===== src/rtl/ascon_ctrl_if.sv =====
// Block and tag handshakes between the pin-level loader and the ASCON control FSM.
// The loader drives the master side; the controller drives the slave side.
interface ascon_ctrl_if;
   logic blk_valid;
   logic blk_last;
   logic blk_ready;
   logic tag_valid;
   logic tag_ready;

   modport master (
      output blk_valid,
      output blk_last,
      output tag_ready,
      input  blk_ready,
      input  tag_valid
   );

   modport slave (
      input  blk_valid,
      input  blk_last,
      input  tag_ready,
      output blk_ready,
      output tag_valid
   );
endinterface


===== src/rtl/ascon_ctrl.sv =====
// ascon_ctrl: ASCON-128 sequencing FSM (init, AD, message, final, tag); one state per cycle, Moore strobes.
// Stalls in the WAIT states until blk_valid and in TAG until tag_ready; ASCON_ABORT_EN adds the abort input.
module ascon_ctrl #(
   parameter int ROUNDS_A = 12,
   parameter int ROUNDS_B = 6
) (
   input  logic               clk,
   input  logic               rst,
   input  logic               start,
   input  logic               decrypt,
   input  logic               no_ad,
`ifdef ASCON_ABORT_EN
   input  logic               abort,
`endif
   ascon_ctrl_if.slave        blk_if,
   output logic               absorb,
   output logic               sel_init,
   output logic               xor_key_lo,
   output logic               xor_dom,
   output logic               xor_key_fin,
   output logic               rnd_en,
   output logic [7:0]         rnd_const,
   output logic               dec_mode,
   output logic               busy,
   output logic [3:0]         phase
);

   typedef enum logic [3:0] {
      S_IDLE     = 4'd0,
      S_LOAD     = 4'd1,
      S_INIT_P   = 4'd2,
      S_KEY1     = 4'd3,
      S_AD_WAIT  = 4'd4,
      S_AD_P     = 4'd5,
      S_DOM      = 4'd6,
      S_MSG_WAIT = 4'd7,
      S_MSG_P    = 4'd8,
      S_FIN_KEY  = 4'd9,
      S_FIN_P    = 4'd10,
      S_TAG      = 4'd11
   } state_e;

   localparam logic [3:0] LAST_A = 4'(ROUNDS_A - 1);
   localparam logic [3:0] LAST_B = 4'(ROUNDS_B - 1);
   localparam logic [3:0] OFF_A  = 4'(12 - ROUNDS_A);
   localparam logic [3:0] OFF_B  = 4'(12 - ROUNDS_B);

   state_e     state;
   state_e     state_nxt;
   logic [3:0] cnt;
   logic [3:0] cnt_nxt;
   logic       no_ad_q;
   logic       ad_last_q;
   logic       kill;
   logic       wait_st;
   logic       long_perm;
   logic       last_rnd;
   logic [3:0] rc_idx;

`ifdef ASCON_ABORT_EN
   assign kill = abort & (state != S_IDLE);
`else
   assign kill = 1'b0;
`endif

   // Moore strobe decode; only the block handshake looks at inputs.
   assign sel_init         = (state == S_LOAD);
   assign xor_key_lo       = (state == S_KEY1);
   assign xor_dom          = (state == S_DOM);
   assign xor_key_fin      = (state == S_FIN_KEY);
   assign blk_if.tag_valid = (state == S_TAG);
   assign rnd_en           = (state == S_INIT_P) | (state == S_AD_P) |
                             (state == S_MSG_P)  | (state == S_FIN_P);
   assign busy             = (state != S_IDLE);
   assign phase            = state;

   assign wait_st          = (state == S_AD_WAIT) | (state == S_MSG_WAIT);
   assign blk_if.blk_ready = wait_st & ~kill;
   assign absorb           = blk_if.blk_valid & blk_if.blk_ready;

   assign long_perm = (state == S_INIT_P) | (state == S_FIN_P);
   assign last_rnd  = (cnt == (long_perm ? LAST_A : LAST_B));
   // Constant index is offset so shortened permutations use the tail of the 12-round schedule.
   assign rc_idx    = (long_perm ? OFF_A : OFF_B) + cnt;
   assign rnd_const = rnd_en ? {4'hF - rc_idx, rc_idx} : 8'h00;

   always_ff @(posedge clk or negedge rst) begin
      if (!rst) begin
         state     <= S_IDLE;
         cnt       <= 4'd0;
         dec_mode  <= 1'b0;
         no_ad_q   <= 1'b0;
         ad_last_q <= 1'b0;
      end else begin
         state <= state_nxt;
         cnt   <= cnt_nxt;
         if ((state == S_IDLE) && start) begin
            dec_mode <= decrypt;
            no_ad_q  <= no_ad;
         end
         if ((state == S_AD_WAIT) && absorb)
            ad_last_q <= blk_if.blk_last;
      end
   end

   always_comb begin
      state_nxt = state;
      cnt_nxt   = 4'd0;
      case (state)
         S_IDLE:     if (start) state_nxt = S_LOAD;
         S_LOAD:     state_nxt = S_INIT_P;
         S_INIT_P: begin
            if (last_rnd) state_nxt = S_KEY1;
            else          cnt_nxt   = cnt + 4'd1;
         end
         S_KEY1:     state_nxt = no_ad_q ? S_DOM : S_AD_WAIT;
         S_AD_WAIT:  if (absorb) state_nxt = S_AD_P;
         S_AD_P: begin
            if (last_rnd) state_nxt = ad_last_q ? S_DOM : S_AD_WAIT;
            else          cnt_nxt   = cnt + 4'd1;
         end
         S_DOM:      state_nxt = S_MSG_WAIT;
         S_MSG_WAIT: if (absorb) state_nxt = blk_if.blk_last ? S_FIN_KEY : S_MSG_P;
         S_MSG_P: begin
            if (last_rnd) state_nxt = S_MSG_WAIT;
            else          cnt_nxt   = cnt + 4'd1;
         end
         S_FIN_KEY:  state_nxt = S_FIN_P;
         S_FIN_P: begin
            if (last_rnd) state_nxt = S_TAG;
            else          cnt_nxt   = cnt + 4'd1;
         end
         S_TAG:      if (blk_if.tag_ready) state_nxt = S_IDLE;
         default:    state_nxt = S_IDLE;
      endcase
      if (kill) begin
         state_nxt = S_IDLE;
         cnt_nxt   = 4'd0;
      end
   end

endmodule


===== src/flat_wrapper.sv =====
// flat-port wrapper written by rule: the top's interface ports become plain ports
module ascon_ctrl_flat 
#(
   parameter int ROUNDS_A = 12,
   parameter int ROUNDS_B = 6
)
  (clk, rst, start, decrypt, no_ad, absorb, sel_init, xor_key_lo, xor_dom, xor_key_fin, rnd_en, rnd_const, dec_mode, busy, phase, blk_if_blk_valid, blk_if_blk_last, blk_if_tag_ready, blk_if_blk_ready, blk_if_tag_valid);
  ascon_ctrl_if blk_if_i ();
  input  logic clk;
  input  logic rst;
  input  logic start;
  input  logic decrypt;
  input  logic no_ad;
  output logic absorb;
  output logic sel_init;
  output logic xor_key_lo;
  output logic xor_dom;
  output logic xor_key_fin;
  output logic rnd_en;
  output logic [7:0] rnd_const;
  output logic dec_mode;
  output logic busy;
  output logic [3:0] phase;
  input wire logic [$bits(blk_if_i.blk_valid)-1:0] blk_if_blk_valid;
  input wire logic [$bits(blk_if_i.blk_last)-1:0] blk_if_blk_last;
  input wire logic [$bits(blk_if_i.tag_ready)-1:0] blk_if_tag_ready;
  output wire logic [$bits(blk_if_i.blk_ready)-1:0] blk_if_blk_ready;
  output wire logic [$bits(blk_if_i.tag_valid)-1:0] blk_if_tag_valid;
  assign blk_if_i.blk_valid = blk_if_blk_valid;
  assign blk_if_i.blk_last = blk_if_blk_last;
  assign blk_if_i.tag_ready = blk_if_tag_ready;
  assign blk_if_blk_ready = blk_if_i.blk_ready;
  assign blk_if_tag_valid = blk_if_i.tag_valid;
  ascon_ctrl #(.ROUNDS_A(ROUNDS_A), .ROUNDS_B(ROUNDS_B)) u_core (.clk(clk), .rst(rst), .start(start), .decrypt(decrypt), .no_ad(no_ad), .blk_if(blk_if_i), .absorb(absorb), .sel_init(sel_init), .xor_key_lo(xor_key_lo), .xor_dom(xor_dom), .xor_key_fin(xor_key_fin), .rnd_en(rnd_en), .rnd_const(rnd_const), .dec_mode(dec_mode), .busy(busy), .phase(phase));
endmodule

===== config.mk =====
export PLATFORM = sky130hd
export DESIGN_NAME = ascon_ctrl_flat
export DESIGN_NICKNAME = d
export VERILOG_FILES = /design/src/rtl/ascon_ctrl_if.sv /design/src/rtl/ascon_ctrl.sv /design/src/flat_wrapper.sv
export SDC_FILE = /design/constraint.sdc
export NUM_CORES = 1
export LEC_CHECK = 0
export BUFFER_PORTS_ARGS = -buffer_cell sky130_fd_sc_hd__buf_2
export CAP_MARGIN = 25
export CORE_MARGIN = 2
export CORE_UTILIZATION = 43
export CTS_CLUSTER_DIAMETER = 100
export CTS_CLUSTER_SIZE = 14
export DETAILED_ROUTE_END_ITERATION = 8
export GPL_TIMING_DRIVEN = 0
export PLACE_DENSITY = 0.74
export SETUP_SLACK_MARGIN = 0.5
export SLEW_MARGIN = 20
export SYNTH_ARGS = -nofsm -noshare
export SYNTH_HDL_FRONTEND = slang
export SYNTH_SLANG_ARGS = --single-unit

===== constraint.sdc =====
create_clock -name clk -period 1.7 [get_ports clk]
set_input_delay 0.34 -clock clk [delete_from_list [all_inputs] [get_ports clk]]
set_output_delay 0.34 -clock clk [all_outputs]
set_load 0.1 [all_outputs]

==> summary.md, run 1 <==
| Metric | Value |
|---|---|
| Last stage reached | `clock tree synthesis (4_1_cts)` |
| CTS Buf Count | `3` |
| Post-CTS sizing | `132` |
| Synth Register Bits | `11` |
| Ys async rst share | `100.0%` |
| Post-Synthesis Cells | `94` |
| Root Buffer | `clkbuf_4` |
| Mapped Area | `833.3 um2` |
| Chip Width | `48.02 um` |
| Most frequent cell after synthesis | `nor2_1` |
| Status | `did not finish` |
| Post-CTS Setup Bufs | `30` |
| Post-DP HPWL | `1.496 mm` |
| Share of the synthesized area in the top cell type | `33.03%` |
| Stop err | `[ERROR DPL-0038] Utilization greater than 100%, impossible to legalize` |
| Number of port buffers | `29` |
| Htree depth | `1` |
| I/O Pins | `30` |
| Synth Flop Type | `dfrtp_1` |
| Routability Congestion | `0.7913` |
| Biggest area consumer among synthesized cells | `dfrtp_1` |
| Initial Utilization | `46.74%` |
| Hold_buf cts | `1` |
| Syn Area/Cell | `8.865 um2` |
| Placed cell count | `148` |
| Sink Count | `11` |
| EDFF count, synth | `0` |
| Synth Warn # | `0` |
| Most frequent cells after synthesis | `nor2_1 (18), dfrtp_1 (11), inv_1 (10)` |
| Distinct cell type count after synthesis | `30` |
| Row count | `15` |
| Die H | `48.02 um` |
| Clock buffer depth | `2` |
| Sequential share of the synthesized area | `33.03%` |
| Area contributors post-synth | `dfrtp_1 (33%), nor2_1 (8.1%), ha_1 (4.5%), inv_1 (4.5%), buf_6 (4.1%)` |
| Syn_nets | `106` |
## cell families after synthesis
group           share of synthesized area, %
fa+ha+maj                              6.907
simple gates                           22.82
flops                                  33.03
xor+xnor                               4.205
compound gates                         15.32
mux                                    8.258
buf+inv                                9.459
## metrics by stage
step | TNS (ns) | cell area [um2] | worst slack, ns
2_1_floorplan | -8.856 | 998.5 | -0.8422
3_3_place_gp | -5.724 | 1175 | -0.6613
3_5_place_dp | -6.077 | 1175 | -0.6790
==> run 2: changes to the inputs <==
Settings changed: CORE_AREA set to 2 2 63 65, CORE_MARGIN 2 to not set, CORE_UTILIZATION 43 to not set, CTS_CLUSTER_DIAMETER 100 to not set, CTS_CLUSTER_SIZE 14 to not set, DIE_AREA set to 0 0 65 67, PLACE_DENSITY 0.74 to not set, PLACE_DENSITY_LB_ADDON set to 0.15, SETUP_SLACK_MARGIN 0.5 to not set.
Clock period 1.7 ns to 2.2 ns, I/O delays scaled along.
==> run 2 against run 1 <==
  * The flow now finishes, with violations (setup timing)
  * Area after synthesis unchanged
  * Synthesized cell count unchanged
==> summary.md, run 2 <==
| Metric | Value |
|---|---|
| Syn_nets | `106` |
| Reg clk slew, reported paths | `0.05 ns` |
| Fin worst setup slack | `-0.2204 ns` |
| WL/cell | `11.72 um` |
| Distinct cell type count after synthesis | `30` |
| Core area | `0.003606 mm2` |
| Clock buffer depth | `2` |
| RSZ-0062 raised after global routing | `true` |
| Routability Congestion | `0.8238` |
| CP Launch Type | `flip-flop` |
| WS Path Type | `reg -> out` |
| WP data required | `1.76 ns` |
| Chip Width | `65 um` |
| Max_cap viols | `0` |
| Reg-to-Reg Start | `u_core.phase[0]` |
| Fin crit period | `2.420 ns` |
| Fin. max-slew vios | `0` |
| Placed cell count | `171` |
| Status | `finished with violations` |
| Non-Filler Instances | `189` |
| Leading cell type in the layout, fill and taps excluded | `buf_2` |
| NumNets Final | `154` |
| CTS tree | `yes` |
| R2R cell count | `9` |
| Clk_lat worst skew | `0.23 ns` |
| Crit end category | `output port` |
| Sink Count | `11` |
| Setup violators final | `8` |
| Iteration count of the initial detailed-routing pass | `4` |
| Worst slack, placed | `-0.3232 ns` |
| Hold/Removal Path Class | `in -> async` |
| Die area | `0.004355 mm2` |
| Vias in the first global route | `798` |
| Via/cell ratio | `4.270` |
| Drc violations | `0` |
| Gr ovfl total | `0` |
| EDFF count, synth | `0` |
| Number of port buffers | `29` |
| Initial antenna violation count | `0` |
| Root Buffer | `clkbuf_8` |
| Fmax | `413.2 MHz` |
| Most frequent cells after synthesis | `nor2_1 (18), dfrtp_1 (11), inv_1 (10)` |
| Sequential share of the synthesized area | `33.03%` |
| Final Routed Wirelength | `2.216 mm` |
| Most frequent cells in the layout | `buf_2 (15), buf_12 (12), buf_4 (11)` |
| Post-Synthesis Cells | `94` |
| Ys async rst share | `100.0%` |
| Final hold violations | `0` |
| CTS Buf Count | `3` |
| I/O Pins | `30` |
| Largest net degree at the start of global routing | `12` |
| Worst R2R End | `u_core.phase[0]` |
| Initial Utilization | `23.11%` |
| 1st-iter DRT viols | `24` |
| Synth Register Bits | `11` |
| Syn Area/Cell | `8.865 um2` |
| Htree depth | `1` |
| GR Util All Layers | `10.87%` |
| Worst Path Arrival | `1.98 ns` |
| Post-DP HPWL | `1.628 mm` |
| Synth Flop Type | `dfrtp_1` |
| Share of cells above drive strength 1 | `64.54%` |
| Die H | `67 um` |
| Row count | `22` |
| Vias | `807` |
| ANT nets after route | `0` |
| Max-Slew Margin vs Limit | `67.86%` |
| Worst setup path end | `rnd_const[3]` |
| Mapped Area | `833.3 um2` |
| Area contributors post-synth | `dfrtp_1 (33%), nor2_1 (8.1%), ha_1 (4.5%), inv_1 (4.5%), buf_6 (4.1%)` |
| Skew final | `0.001897 ns` |
| Area delta synth->final | `92.94%` |
| Biggest area consumer among synthesized cells | `dfrtp_1` |
| Final period util | `110.0%` |
| First-pass GRT wire length | `3.636 mm` |
| Synth Warn # | `0` |
| Share of the synthesized area in the top cell type | `33.03%` |
| Most frequent cell after synthesis | `nor2_1` |
| Total inserted antenna cells | `0` |
| CP Max Fanout | `2` |
| Reg2reg setup slack | `0.12 ns` |
| Fill count | `353` |
| Worst-margin pin slew | `0.4854 ns` |
| Crit path launch | `u_core.phase[1]` |
| Failing checks | `setup timing` |
==> run 2: layout make-up <==
type	instances	area (um2)	area share, %
sequential	11	287.8	17.90
inverter	11	58.81	3.658
buffer	4	51.30	3.191
multi-input combinational	68	658.1	40.93
timing repair buffer	43	446.7	27.78
tap	48	60.06	3.735
clock buffer	4	45.04	2.802
==> run 2: per-stage QoR <==
step / instance area [um2] / utilization, % / hold slack (ns) / setup TNS (ns)
after floorplan: 1006 / - / 0.1444 / -1.805
after global placement: 1211 / 33.59 / 0.3321 / -0.9577
after detailed placement: 1211 / 33.59 / 0.3279 / -1.083
after CTS: 1548 / 42.92 / 0.07459 / -1.321
after global routing: 1608 / 44.59 / 0.08251 / -1.648
final: 1608 / 44.59 / 0.06882 / -1.078
==> run 2: cell families after synthesis <==
kind of cell / share of synthesized area, %
AO/OA/AOI/OAI: 15.32
XOR/XNOR: 4.205
adder cells (fa/ha/maj): 6.907
buffers and inverters: 9.459
flip-flops: 33.03
multiplexers: 8.258
AND/OR/NAND/NOR: 22.82
==> run 2: worst min-delay path by stage <==
stage / endpoint / slack [ns] / cells after the start
floorplan: u_core.ad_last_q / 0.14 / 0
detailed placement: u_core.dec_mode / 0.33 / 1
global placement: u_core.cnt[0] / 0.33 / 1
finish: u_core.no_ad_q / 0.07 / 1
global route: u_core.no_ad_q / 0.08 / 1
CTS: u_core.no_ad_q / 0.07 / 1
==> run 2: timing repair <==
item	in CTS	in global routing
hold buffers	0	0
pin swaps	3	5
setup endpoints to repair	11	15
buffers inserted	11	4
gates resized for setup	49	9
==> run 2: worst max-delay path, stage by stage, from the launching register on <==
cell and delay [ns]:
dfrtp_4 0.48, nand2b_4 0.09, nor2_4 0.04, inv_2 0.07, ha_4 0.12, inv_2 0.03, fa_2 0.34, xor2_2 0.16
buf_4 0.14, nor2_4 0.09, buf_12 0.18
==> run 2: routing by layer <==
layer  track usage, %  vias up  share of wire (%)
met5                0        -                  0
met4            1.596        0                  0
met3            2.534        0                3.6
met2            19.07       19                 52
met1            13.80      384                 45
li1                 -      404                  -
Power of run 2 is left out: the tool's default activity adds up to more than one toggle a clock period on the data nets, which glitch-free logic cannot reach.
==> run 3: changes to the inputs <==
Settings changed: ABC_AREA set to 1.
==> run 3 against run 2 <==
  * The flow still finishes with violations (setup timing)
  * Core utilization shrank 2.8 points
  * Design area shrank 6.4%
  * Clock skew shrank 0.00059 ns
  * Maximum frequency grew 2.9%
==> summary.md, run 3 <==
| Metric | Value |
|---|---|
| Status | `finished with violations` |
| Failing checks | `setup timing` |
| 1st-iter DRT viols | `17` |
| Share of cells above drive strength 1 | `50.00%` |
| Htree depth | `1` |
| Largest net degree at the start of global routing | `12` |
| Reg clk slew, reported paths | `0.05 ns` |
| Area delta synth->final | `69.91%` |
| Vias | `940` |
| Core area | `0.003606 mm2` |
| Fill count | `367` |
| Hold slack | `0.06561 ns` |
| Crit end category | `output port` |
| Final period util | `106.9%` |
| Row count | `22` |
| Synth Warn # | `0` |
| Total inserted antenna cells | `0` |
| Clock buffer depth | `2` |
| Final hold violations | `0` |
| Routability Congestion | `0.6896` |
| Hold_buf cts | `0` |
| Biggest area consumer among synthesized cells | `dfrtp_1` |
| WS Path Type | `reg -> out` |
| Crit path max-delay family | `adder cells` |
| Vias in the first global route | `831` |
| Most frequent cells after synthesis | `nand2_1 (34), inv_1 (31), nor2_1 (20)` |
| Fin crit period | `2.352 ns` |
| WL/cell | `9.789 um` |
| CP Max Fanout | `3` |
| CTS Buf Count | `3` |
| CP peak stage delay | `0.50 ns` |
| Ys async rst share | `100.0%` |
| Fmax | `425.2 MHz` |
| Post-Synthesis Cells | `133` |
| Via/cell ratio | `4.123` |
| Worst slack, placed | `-0.2422 ns` |
| Die H | `67 um` |
| Iteration count of the initial detailed-routing pass | `4` |
| Initial Utilization | `24.57%` |
| Distinct cell type count after synthesis | `21` |
| NumNets Final | `193` |
| Slowest cell on crit path | `dfrtp_4` |
| Most frequent cells in the layout | `nand2_1 (31), inv_1 (18), buf_4 (17)` |
| Sink Count | `11` |
| Share of the synthesized area in the top cell type | `31.07%` |
| Worst-margin pin slew | `0.4893 ns` |
| Hold/Removal Path Class | `in -> async` |
| First-pass GRT wire length | `3.636 mm` |
| Worst Path Arrival | `1.91 ns` |
| Crit path buffers/inverters | `5` |
| Fin worst setup slack | `-0.1521 ns` |
| Setup TNS | `-0.5097 ns` |
| Area contributors post-synth | `dfrtp_1 (31%), nand2_1 (14%), inv_1 (13%), nor2_1 (8.5%), nand3_1 (6.2%)` |
| I/O Pins | `30` |
| ANT nets after route | `0` |
| RSZ-0062 raised after global routing | `true` |
| Mapped Area | `885.9 um2` |
| CP dominant cell by count | `inv_2` |
| Syn Area/Cell | `6.661 um2` |
| Drc violations | `0` |
| WP data required | `1.76 ns` |
| Chip Width | `65 um` |
| Final Routed Wirelength | `2.232 mm` |
| Post-DP HPWL | `1.667 mm` |
| Most frequent cell after synthesis | `nand2_1` |
| Leading cell type in the layout, fill and taps excluded | `nand2_1` |
| Gr ovfl total | `0` |
| Sequential share of the synthesized area | `31.07%` |
| Setup violators final | `5` |
| Number of port buffers | `29` |
| Max_cap viols | `0` |
| Max-Slew Margin vs Limit | `67.61%` |
| Root Buffer | `clkbuf_8` |
| Skew final | `0.001305 ns` |
| CTS tree | `yes` |
| Worst path cell trace | `inv_4, nand3_4, ha_4, inv_2, fa_2, inv_2, nand2_2, clkinvlp_4, buf_12` |
| Syn_nets | `145` |
| Synth Register Bits | `11` |
| Initial antenna violation count | `0` |
| Fin. max-slew vios | `0` |
| Synth Flop Type | `dfrtp_1` |
| EDFF count, synth | `0` |
| Die area | `0.004355 mm2` |
| CP Launch Type | `flip-flop` |
| GR Util All Layers | `10.90%` |
| Clk_lat worst skew | `0.23 ns` |
-- run 3: cell count changes in the layout (fill, tap and decap cells not counted), moves of 3 or more --
cell,before,now
nor2b_4,4,0
mux2_2,3,0
clkinvlp_4,1,8
buf_12,12,5
buf_6,5,1
buf_4,11,17
nor2_1,9,13
nand3_1,4,11
nor2_2,1,4
buf_8,1,4
nand2_2,0,8
inv_1,7,18
o21ai_0,4,1
nand2_1,7,31
-- run 3: what timing repair did --
action                     CTS  global route
pin swaps                    4             2
gates resized for setup     28            20
hold endpoints to repair     0             0
setup endpoints to repair    8            14
buffers inserted             8             6
-- run 3: path summary, 6_finish.rpt --
kind	from	endpoint	slack [ns]	depth (start not counted)
min reg2reg	u_core.dec_mode	u_core.dec_mode	0.47	2
max	u_core.phase[0]	rnd_const[2]	-0.15	9
min in group clk	no_ad	u_core.no_ad_q	0.44	3
max in group asynchronous	rst	u_core.phase[1]	1.91	1
max reg2reg	u_core.phase[0]	u_core.phase[2]	0.48	10
min	rst	u_core.ad_last_q	0.07	1
-- run 3: cell families (layout without fill, tap and decap cells) --
logic type / Yosys count / after routing / share of synthesized area, %
AOI/OAI and AO/OA: 3 / 3 / 2.118
xor gates and xnor gates: 3 / 3 / 2.967
adders and majority gates: 4 / 4 / 6.498
buffers and inverters: 32 / 79 / 13.56
DFF: 11 / 11 / 31.07
and+or+nand+nor: 80 / 80 / 43.79
-- run 3: final cells by class --
type | instances | area [um2] | area share, %
multi-input cells | 90 | 570.5 | 37.91
well taps | 48 | 60.06 | 3.990
clock buffers | 4 | 45.04 | 2.993
repair buffers | 43 | 381.6 | 25.35
inverters | 32 | 157.7 | 10.47
flip-flops and latches | 11 | 290.3 | 19.29
-- run 3: worst reg2reg max path: stages, from the launching register on --
cell	delay [ns]
dfrtp_4	0.50
inv_4	0.08
nand3_4	0.09
buf_4	0.16
ha_1	0.26
nor2_1	0.10
nand3_1	0.12
nand2_4	0.13
nand2_4	0.06
nand2_1	0.06
nand2_1	0.05
-- run 3: layer usage --
metal,vias to the layer above,share of wire [%],GRT usage [%]
met2,13,51,17.53
met4,0,0.90,4.787
li1,487,-,-
met5,-,0,0
met1,438,45,14.39
met3,2,3.1,1.689
-- run 3: metrics by stage --
stage,instances,utilization (%),instance area [um2]
after floorplan,133,-,1001
after global placement,210,33.45,1206
after detailed placement,210,33.45,1206
after CTS,222,38.76,1398
after global routing,228,41.74,1505
final,228,41.74,1505
Power of run 3 is left out for the same reason.
